--- src/rtl/minsoc_clock_sequencer.sv ---
// Startup and lock-supervision sequencer for the SoC clock primitive (DCM/DLL/PLL).
// Resets the primitive, filters its lock, times the system reset and bounds the retries.
module minsoc_clock_sequencer #(
  parameter int SYNC_STAGES    = 2,
  parameter int DCM_RST_CYCLES = 4,
  parameter int LOCK_FILTER    = 16,
  parameter int LOCK_TIMEOUT   = 4096,
  parameter int RST_HOLD       = 64,
  parameter int MAX_RETRIES    = 7
) (
  input  logic       clk_i,
  input  logic       rst_i,
  input  logic       locked_i,
  input  logic       soft_rst_i,
  output logic       dcm_rst_o,
  output logic       sys_rst_o,
  output logic       ready_o,
  output logic       fail_o,
  output logic [3:0] retry_cnt_o,
  output logic [7:0] lost_cnt_o,
  output logic [2:0] state_o
);

  typedef enum logic [2:0] {
    ST_DCM_RST   = 3'd0,
    ST_WAIT_LOCK = 3'd1,
    ST_HOLD      = 3'd2,
    ST_RUN       = 3'd3,
    ST_FAIL      = 3'd4
  } state_t;

  localparam int MAX_A   = (DCM_RST_CYCLES > LOCK_TIMEOUT) ? DCM_RST_CYCLES : LOCK_TIMEOUT;
  localparam int MAX_CNT = (MAX_A > RST_HOLD) ? MAX_A : RST_HOLD;
  localparam int CNT_W   = $clog2(MAX_CNT + 1);
  localparam int FLT_W   = $clog2(LOCK_FILTER + 1);

  localparam logic [CNT_W-1:0] DCM_LAST  = CNT_W'(DCM_RST_CYCLES - 1);
  localparam logic [CNT_W-1:0] TO_LAST   = CNT_W'(LOCK_TIMEOUT - 1);
  localparam logic [CNT_W-1:0] HOLD_LAST = CNT_W'(RST_HOLD - 1);
  localparam logic [FLT_W-1:0] FLT_LAST  = FLT_W'(LOCK_FILTER - 1);
  localparam logic [3:0]       RETRY_MAX = 4'(MAX_RETRIES);

  logic [SYNC_STAGES-1:0] sync_q;
  logic                   lock_s;
  state_t                 state_q, state_d;
  logic [CNT_W-1:0]       cnt_q;
  logic [FLT_W-1:0]       flt_q;
  logic [3:0]             retry_q, retry_d;
  logic [7:0]             lost_q, lost_d;
  logic                   take_retry;
  logic                   timed_state;

  // locked_i is asynchronous to clk_i; the chain settles it before any decision uses it.
  always_ff @(posedge clk_i or posedge rst_i) begin
    if (rst_i) begin
      sync_q <= '0;
    end else begin
      // NOTE: non-blocking so every stage samples the previous stage's old value.
      sync_q <= {sync_q[SYNC_STAGES-2:0], locked_i};
    end
  end

  assign lock_s = sync_q[SYNC_STAGES-1];

  always_comb begin
    // NOTE: every output of this block gets a default first so no path infers a latch.
    state_d    = state_q;
    retry_d    = retry_q;
    lost_d     = lost_q;
    take_retry = 1'b0;
    case (state_q)
      ST_DCM_RST: begin
        if (cnt_q == DCM_LAST) state_d = ST_WAIT_LOCK;
      end
      ST_WAIT_LOCK: begin
        // A completed filter outranks a timeout landing on the same cycle.
        if (lock_s && (flt_q == FLT_LAST)) state_d = ST_HOLD;
        else if (cnt_q == TO_LAST)         take_retry = 1'b1;
      end
      ST_HOLD: begin
        if (!lock_s) begin
          take_retry = 1'b1;
        end else if (cnt_q == HOLD_LAST) begin
          state_d = ST_RUN;
          retry_d = '0;
        end
      end
      ST_RUN: begin
        if (!lock_s) begin
          if (lost_q != 8'hFF) lost_d = lost_q + 8'd1;
          state_d = ST_DCM_RST;
        end else if (soft_rst_i) begin
          state_d = ST_HOLD;
        end
      end
      ST_FAIL: state_d = ST_FAIL;
      default: state_d = ST_DCM_RST;
    endcase

    if (take_retry) begin
      if (retry_q == RETRY_MAX) begin
        state_d = ST_FAIL;
      end else begin
        retry_d = retry_q + 4'd1;
        state_d = ST_DCM_RST;
      end
    end
  end

  assign timed_state = (state_q == ST_DCM_RST) || (state_q == ST_WAIT_LOCK) || (state_q == ST_HOLD);

  always_ff @(posedge clk_i or posedge rst_i) begin
    if (rst_i) begin
      state_q   <= ST_DCM_RST;
      cnt_q     <= '0;
      flt_q     <= '0;
      retry_q   <= '0;
      lost_q    <= '0;
      dcm_rst_o <= 1'b1;
      sys_rst_o <= 1'b1;
      ready_o   <= 1'b0;
      fail_o    <= 1'b0;
    end else begin
      state_q <= state_d;
      retry_q <= retry_d;
      lost_q  <= lost_d;
      cnt_q   <= ((state_d != state_q) || !timed_state) ? '0 : cnt_q + 1'b1;
      // The filter only means something while waiting for lock; elsewhere it stays cleared.
      flt_q   <= ((state_q == ST_WAIT_LOCK) && lock_s) ? flt_q + 1'b1 : '0;
      // NOTE: outputs decode state_d so they move on the same edge as the state register.
      dcm_rst_o <= (state_d == ST_DCM_RST);
      sys_rst_o <= (state_d != ST_RUN);
      ready_o   <= (state_d == ST_RUN);
      fail_o    <= (state_d == ST_FAIL);
    end
  end

  assign state_o     = state_q;
  assign retry_cnt_o = retry_q;
  assign lost_cnt_o  = lost_q;

endmodule

--- config.mk ---
export PLATFORM = sky130hd
export DESIGN_NAME = minsoc_clock_sequencer
export DESIGN_NICKNAME = d
export VERILOG_FILES = /design/src/rtl/minsoc_clock_sequencer.sv
export SDC_FILE = /design/constraint.sdc
export NUM_CORES = 1
export LEC_CHECK = 0
export BUFFER_PORTS_ARGS = -buffer_cell sky130_fd_sc_hd__buf_2
export CELL_PAD_IN_SITES_DETAIL_PLACEMENT = 1
export CELL_PAD_IN_SITES_GLOBAL_PLACEMENT = 2
export CORE_MARGIN = 5
export CORE_UTILIZATION = 39
export CTS_BUF_LIST = sky130_fd_sc_hd__clkbuf_8
export DETAILED_ROUTE_END_ITERATION = 16
export PLACE_DENSITY_LB_ADDON = 0.08
export SLEW_MARGIN = 30
export SYNTH_ARGS = -nofsm -noshare
export SYNTH_HDL_FRONTEND = slang
export SYNTH_SLANG_ARGS = --single-unit
--- constraint.sdc ---
create_clock -name clk_i -period 3.2 [get_ports clk_i]
set_clock_uncertainty 0.1 [all_clocks]
set_input_delay 0.48 -clock clk_i [delete_from_list [all_inputs] [get_ports clk_i]]
set_output_delay 0.48 -clock clk_i [all_outputs]
set_load 0.05 [all_outputs]
==> Word level (Yosys, flattened, before mapping) <==
Cells that the tools add are included.
{ "totals": {"ff_bits": 39, "in_bits": 4, "out_inout_bits": 19} }
{ "classes": {"add_sub_neg": 4, "n_eq_ne": 14, "mux": 20, "bitwise": 1, "reduce_logical": 9} }
{ "op_table": {"columns": ["cell", "n"], "rows": [
  ["$mux W3", 8],
  ["$mux W4", 5],
  ["$pmux W3 S5", 1],
  ["$add A13 B1 Y13 const B", 1],
  ["$eq A13 B12 Y1 const B", 1],
  ["$eq A13 B2 Y1 const B", 1],
  ["$eq A13 B6 Y1 const B", 1],
  ["$mux W13", 1],
  ["$eq A3 B2 Y1 const B", 3],
  ["$add A8 B1 Y8 const B", 1],
  ["$ne A8 B8 Y1 const B", 1],
  ["$eq A3 B3 Y1 const B", 2],
  ["$logic_not A3 Y1", 2],
  ["$add A5 B1 Y5 const B", 1],
  ["$eq A5 B4 Y1 const B", 1],
  ["$mux W5", 1],
  ["$add A4 B1 Y4 const B", 1],
  ["$eq A4 B3 Y1 const B", 1],
  ["$eq A3 B1 Y1 const B", 1],
  ["$logic_or A1 B1 Y1", 3],
  ["$mux W1", 3],
  ["$ne A3 B2 Y1 const B", 1],
  ["$ne A3 B3 Y1", 1],
  ["$reduce_and A3 Y1", 1],
  ["other kinds (4)", 5]
]} }

==> Logic depth before layout (Yosys ltp) <==
{ "logic_depth": {"depth_word": 8, "depth_mapped": 9, "ltp_nobuf": 9} }

==> Worst setup path before layout <==
No wires, ideal clock.
{ "synth_path": {"path_kind": "register to register", "start": "register state_q[0] (netlist: state_o[0])", "end": "register cnt_q[5]", "setup_time_ns": 0.107, "arrival_ns": 2.244, "required_time_ns": 2.993, "path_slack_ns": 0.749, "path_stages_with_launch": 8, "path_buffers": 2, "synth_period_minus_slack_ns": 2.451, "cell_sequence": "dfrtp_1 buf_2 nor3_1 nand2_1 or4_4 a21o_1 buf_6 a2111oi_4"} }
{ "synth_via": {"elab_chain_cells": 7} }
{ "synth_lines": {"columns": ["element", "line_no", "text"], "rows": [
  ["start: declaration", "45", "state_t state_q, state_d;"],
  ["start signal: assignment", "124", "state_q <= state_d;"],
  ["$mux W3, on equally long branches", "92, 83", null],
  ["$mux W3, on equally long branches", "89, 81", null],
  ["$pmux W3 S5", "71", "case (state_q)"],
  ["$mux W3", "100", "if (take_retry) begin"],
  ["$ne A3 B3 Y1", "127", "cnt_q <= ((state_d != state_q) || !timed_state) ? '0 : cnt_q + 1'b1;"],
  ["$logic_or A1 B1 Y1 *", "127", null],
  ["$mux W13 *", "127", null],
  ["end signal: assignment", "127", null],
  ["end: declaration", "46", "logic [CNT_W-1:0] cnt_q;"]
]} }
Mark *: on every way between the ends. The rest lies on a longest branch, timed or not.
A chain may end at the register's enable or synchronous reset.

==> Final worst setup path <==
{ "layout_path": {"start": "register flt_q[0]", "end": "register dcm_rst_o"} }
{ "layout_via": {"elab_chain_cells": 6} }
{ "layout_lines": {"columns": ["element", "line_no", "text"], "rows": [
  ["start: declaration", "47", "logic [FLT_W-1:0] flt_q;"],
  ["start signal: assignment", "129", "flt_q <= ((state_q == ST_WAIT_LOCK) && lock_s) ? flt_q + 1'b1 : '0;"],
  ["$eq A5 B4 Y1 *", "77", "if (lock_s && (flt_q == FLT_LAST)) state_d = ST_HOLD;"],
  ["$logic_and A1 B1 Y1 *", "77", null],
  ["$mux W3 or $mux W1 (tied branches)", "77", null],
  ["$pmux W3 S5 or $pmux W1 S2 (tied branches)", "71", null],
  ["$mux W3 *", "100", null],
  ["$logic_not A3 Y1 *", "131", "dcm_rst_o <= (state_d == ST_DCM_RST);"],
  ["end signal: assignment", "131", null],
  ["end: declaration", "15", "output logic dcm_rst_o,"]
]} }
Marked as above.

==> tab_implementation.tex <==
\begin{tabular}{lr}
\hline
Metric & Value \\
\hline
\multicolumn{2}{l}{\textbf{Outcome}} \\
Result of the run & finished, final reports clean \\
\multicolumn{2}{l}{\textbf{Synthesis}} \\
Post-synth EDFFs & 0 \\
Number of different library cells in the post-synthesis netlist & 42 \\
Main area contributors after synthesis & dfrtp\_1 48\%, xor2\_1 5.5\%, xnor2\_1 4.1\% \\
Portion of the post-synthesis area used by sequential elements & 51.1\% \\
Syn avg cell area & 10.9 um2 \\
Share of Yosys cell area claimed by the top area cell type & 48.4\% \\
Predominant post-synthesis flop cell & dfrtp\_1 \\
Share of synthesized registers carrying an async set or reset & 100\% \\
Number of instances in the synthesized netlist & 175 \\
Flip-flop and latch count after synthesis & 39 \\
Synth warnings & 0 \\
Netlist area before placement & around 1900 um2 \\
Post-Syn Nets & 184 \\
Cell taking the most area after synthesis & dfrtp\_1 \\
\multicolumn{2}{l}{\textbf{Timing}} \\
Final Hold Viols & 0 \\
Highest achievable clock rate & between 300 and 400 MHz \\
Headroom to the max-slew limit & 57.9\% \\
Setup repair after global routing missed its margin & false \\
Final worst hold slack & approximately 0.19 ns \\
Fin crit share & around 84\% \\
Final worst path period need & around 2.7 ns \\
Finish-stage setup viols & 0 \\
Least-Margin Pin Slew & 0.624 ns \\
Sum of negative setup slack & 0 ns \\
Max-slew violation count & 0 \\
\multicolumn{2}{l}{\textbf{Layout}} \\
Layout cell share with drive strength beyond 1 & roughly 21\% \\
Ant. Diodes & 0 \\
Post-route design area & 2180 um2 \\
Layout Area Growth over Synthesis & 13.9\% \\
Final cell utilization of the core & around 46\% \\
Final nets & 210 \\
\multicolumn{2}{l}{\textbf{Flow run}} \\
Max-cap viol count & 0 \\
\multicolumn{2}{l}{\textbf{Global routing}} \\
Total routing resource utilization after global routing & 15.1\% \\
Wire length of the first global-routing pass & approximately 7400 um \\
Gr ovfl total & 0 \\
Largest net degree at the start of global routing & 40 \\
Vias in the first global route & about 1500 \\
Initial antenna violation count & 0 \\
\multicolumn{2}{l}{\textbf{Clocking}} \\
H-Tree Depth & 2 \\
Resized cells post-CTS & 0 \\
Clk pin slew, worst setup/hold paths & 0.08 ns \\
Setup bufs post-CTS & 0 \\
Clock buffer depth & 2 \\
CTS tree & yes \\
CTS Root Buffer Type & clkbuf\_8 \\
Total number of clock tree sinks & 39 \\
Clock Latency Late Sink & 0.30 ns \\
Number of CTS-inserted buffers & 5 \\
Cts hold-fix bufs & 0 \\
\multicolumn{2}{l}{\textbf{Drt}} \\
DRC errors left & 0 \\
Total via count in the routed design & between 1000 and 1500 \\
Average detailed-routed wire length per instance & 16.1 um \\
Routed wire length & 4330 um \\
Via density & 5.28 \\
DRT antenna net count & 0 \\
Iteration-0 DRC count of the detailed router & 86 \\
TritonRoute pass-1 iters & 5 \\
\multicolumn{2}{l}{\textbf{Pwr}} \\
Leakage & 1.04 nW \\
Power Dens Cells & just over 500 nW/um2 \\
VDD IR-drop max & 0.000236 V \\
Final Power & 1.10 mW \\
\multicolumn{2}{l}{\textbf{Setup path}} \\
End of the worst register-to-register path & dcm\_rst\_o \\
Cell with the largest stage delay on the worst path & a21o\_1 \\
Crit Reg-Reg Startpoint & flt\_q[0] \\
Buffers plus inverters on the worst setup path & 0 \\
Crit path max-delay family & compound AO/OA/AOI/OAI gates \\
Top cell by count, worst path & a21o\_1 \\
Startpoint type of the worst setup path & flip-flop \\
Crit Path Class & flip-flop to flip-flop \\
Register-to-register setup slack & 0.52 ns \\
Critical Path RT & 3.31 ns \\
Ordered list of cells on the worst path & ha\_1, and3\_1, ha\_1, a21o\_1, nor3\_1, a21o\_1, a21o\_1, nor3b\_1 \\
Largest stage delay on the critical path & 0.42 ns \\
Worst setup path end & dcm\_rst\_o \\
Nature of the critical path endpoint & flip-flop \\
Arr. time, crit path & about 2.8 ns \\
Crit path max fanout & 12 \\
Number of cells on the worst reg-to-reg path & 8 \\
Source of the critical timing path & flt\_q[0] \\
Cell count along the critical path & 8 \\
\multicolumn{2}{l}{\textbf{Floorplanning}} \\
Height of the die & 80.1 um \\
Die Footprint & 6410 um2 \\
Die Span X & roughly 80 um \\
Starting Density & roughly two fifths \\
Io pins & 23 \\
Floorplan Core Area & 4750 um2 \\
Num rows & 25 \\
\multicolumn{2}{l}{\textbf{Placement}} \\
Placer's final routability congestion estimate & 0.752 \\
Instance area at placement & 2100 um2 \\
Detailed placer's ending HPWL & slightly above 3000 um \\
Number of buffers inserted by port buffering & 22 \\
\multicolumn{2}{l}{\textbf{Min path}} \\
Worst min-delay path category & input pin to async pin \\
\hline
\end{tabular}
[flip-flops by register name, indices dropped and copies added, names as in the netlist]
| name | cells |
|---|---|
| dcm_rst_o | 1 |
| ready_o | 1 |
| retry_cnt_o | 4 |
| sys_rst_o | 1 |
| state_o | 3 |
| flt_q | 5 |
| cnt_q | 13 |
| sync_q | 2 |
| lost_cnt_o | 8 |
| fail_o | 1 |
[worst min-delay path, stage by stage]
cell,delay [ns]
buf_2,0.10
inv_1,0.04
buf_4,0.42
[Yosys cell counts, types with 4 or more instances]
cell and n:
a211oi_1 5, a21o_1 6, and3_1 4, and4_1 4
dfrtp_1 37, ha_1 5, inv_1 7, nand2_1 12
nand3_1 8, nor2_1 16, nor3_1 5, xnor2_1 9
xor2_1 12
[worst min-delay path by stage]
stage / start / endpoint / slack, ns / cells past startpoint
after global routing: locked_i / sync_q[0] / 0.18 / 1
after detailed placement: sync_q[0] / sync_q[1] / 0.25 / 0
final: rst_i / lost_cnt_o[0] / 0.19 / 3
after CTS: locked_i / sync_q[0] / 0.18 / 1
after global placement: sync_q[0] / sync_q[1] / 0.24 / 0
after floorplan: sync_q[0] / sync_q[1] / 0.23 / 0
[layout by cell type, fill, tap and decap left out, drive strengths merged, types with 2 or more instances in the layout]
master    n
and4      4
nor4b     2
a211oi    5
nand4     3
nand3b    2
nand3     8
or4       2
nor3      5
nand2b    2
and2      2
or2       2
nor4      2
mux2      2
nand2    12
inv       8
ha        5
o32ai     2
a21o      6
nor2     16
o21ai     2
dfrtp    37
xor2     12
dfstp     2
buf      24
a2111oi   3
clkbuf    5
a21oi     2
xnor2     9
and3      4
[kinds of logic (layout without fill, tap and decap cells)]
family                     after synthesis  count (layout)  share of synthesized area, %
buffers and inverters                   12              39                          2.81
xor gates and xnor gates                21              21                          9.61
adders and majority gates                5               5                          3.27
muxes                                    3               3                          1.70
AOI/OAI and AO/OA                       25              25                          11.4
DFF                                     39              39                          51.1
and+or+nand+nor                         70              70                          20.1
[stage by stage]
step / cells / worst slack [ns]
finish: 269 / 0.521
detailed placement: 261 / 0.508
global route: 269 / 0.304
floorplan: 175 / 0.749
global placement: 261 / 0.580
CTS: 269 / 0.474
[metal layers]
metal  vias up  global-route usage [%]  share of wire (%)
met2        23                    23.9                 47
li1        676                       -                  -
met1       717                    20.4                 48
met5         -                       0                  0
met3         5                    3.81                3.7
met4         0                    4.05                1.2
[report_power, final]
part	internal (mW)	switching (mW)	total, mW
Sequential	0.544	0.0690	0.613
Clock	0.149	0.177	0.326
Combinational	0.0778	0.0790	0.157
Total	0.771	0.325	1.10
[final cells by class]
cell class	instances	area, um2
clock inverter	3	16.3
clock buffer	5	68.8
tap	67	83.8
timing repair buffer	24	125
fill	557	2570
inverter	7	26.3
multi-input combinational	124	882
sequential	39	978
Power figures use the tool's default switching activity.
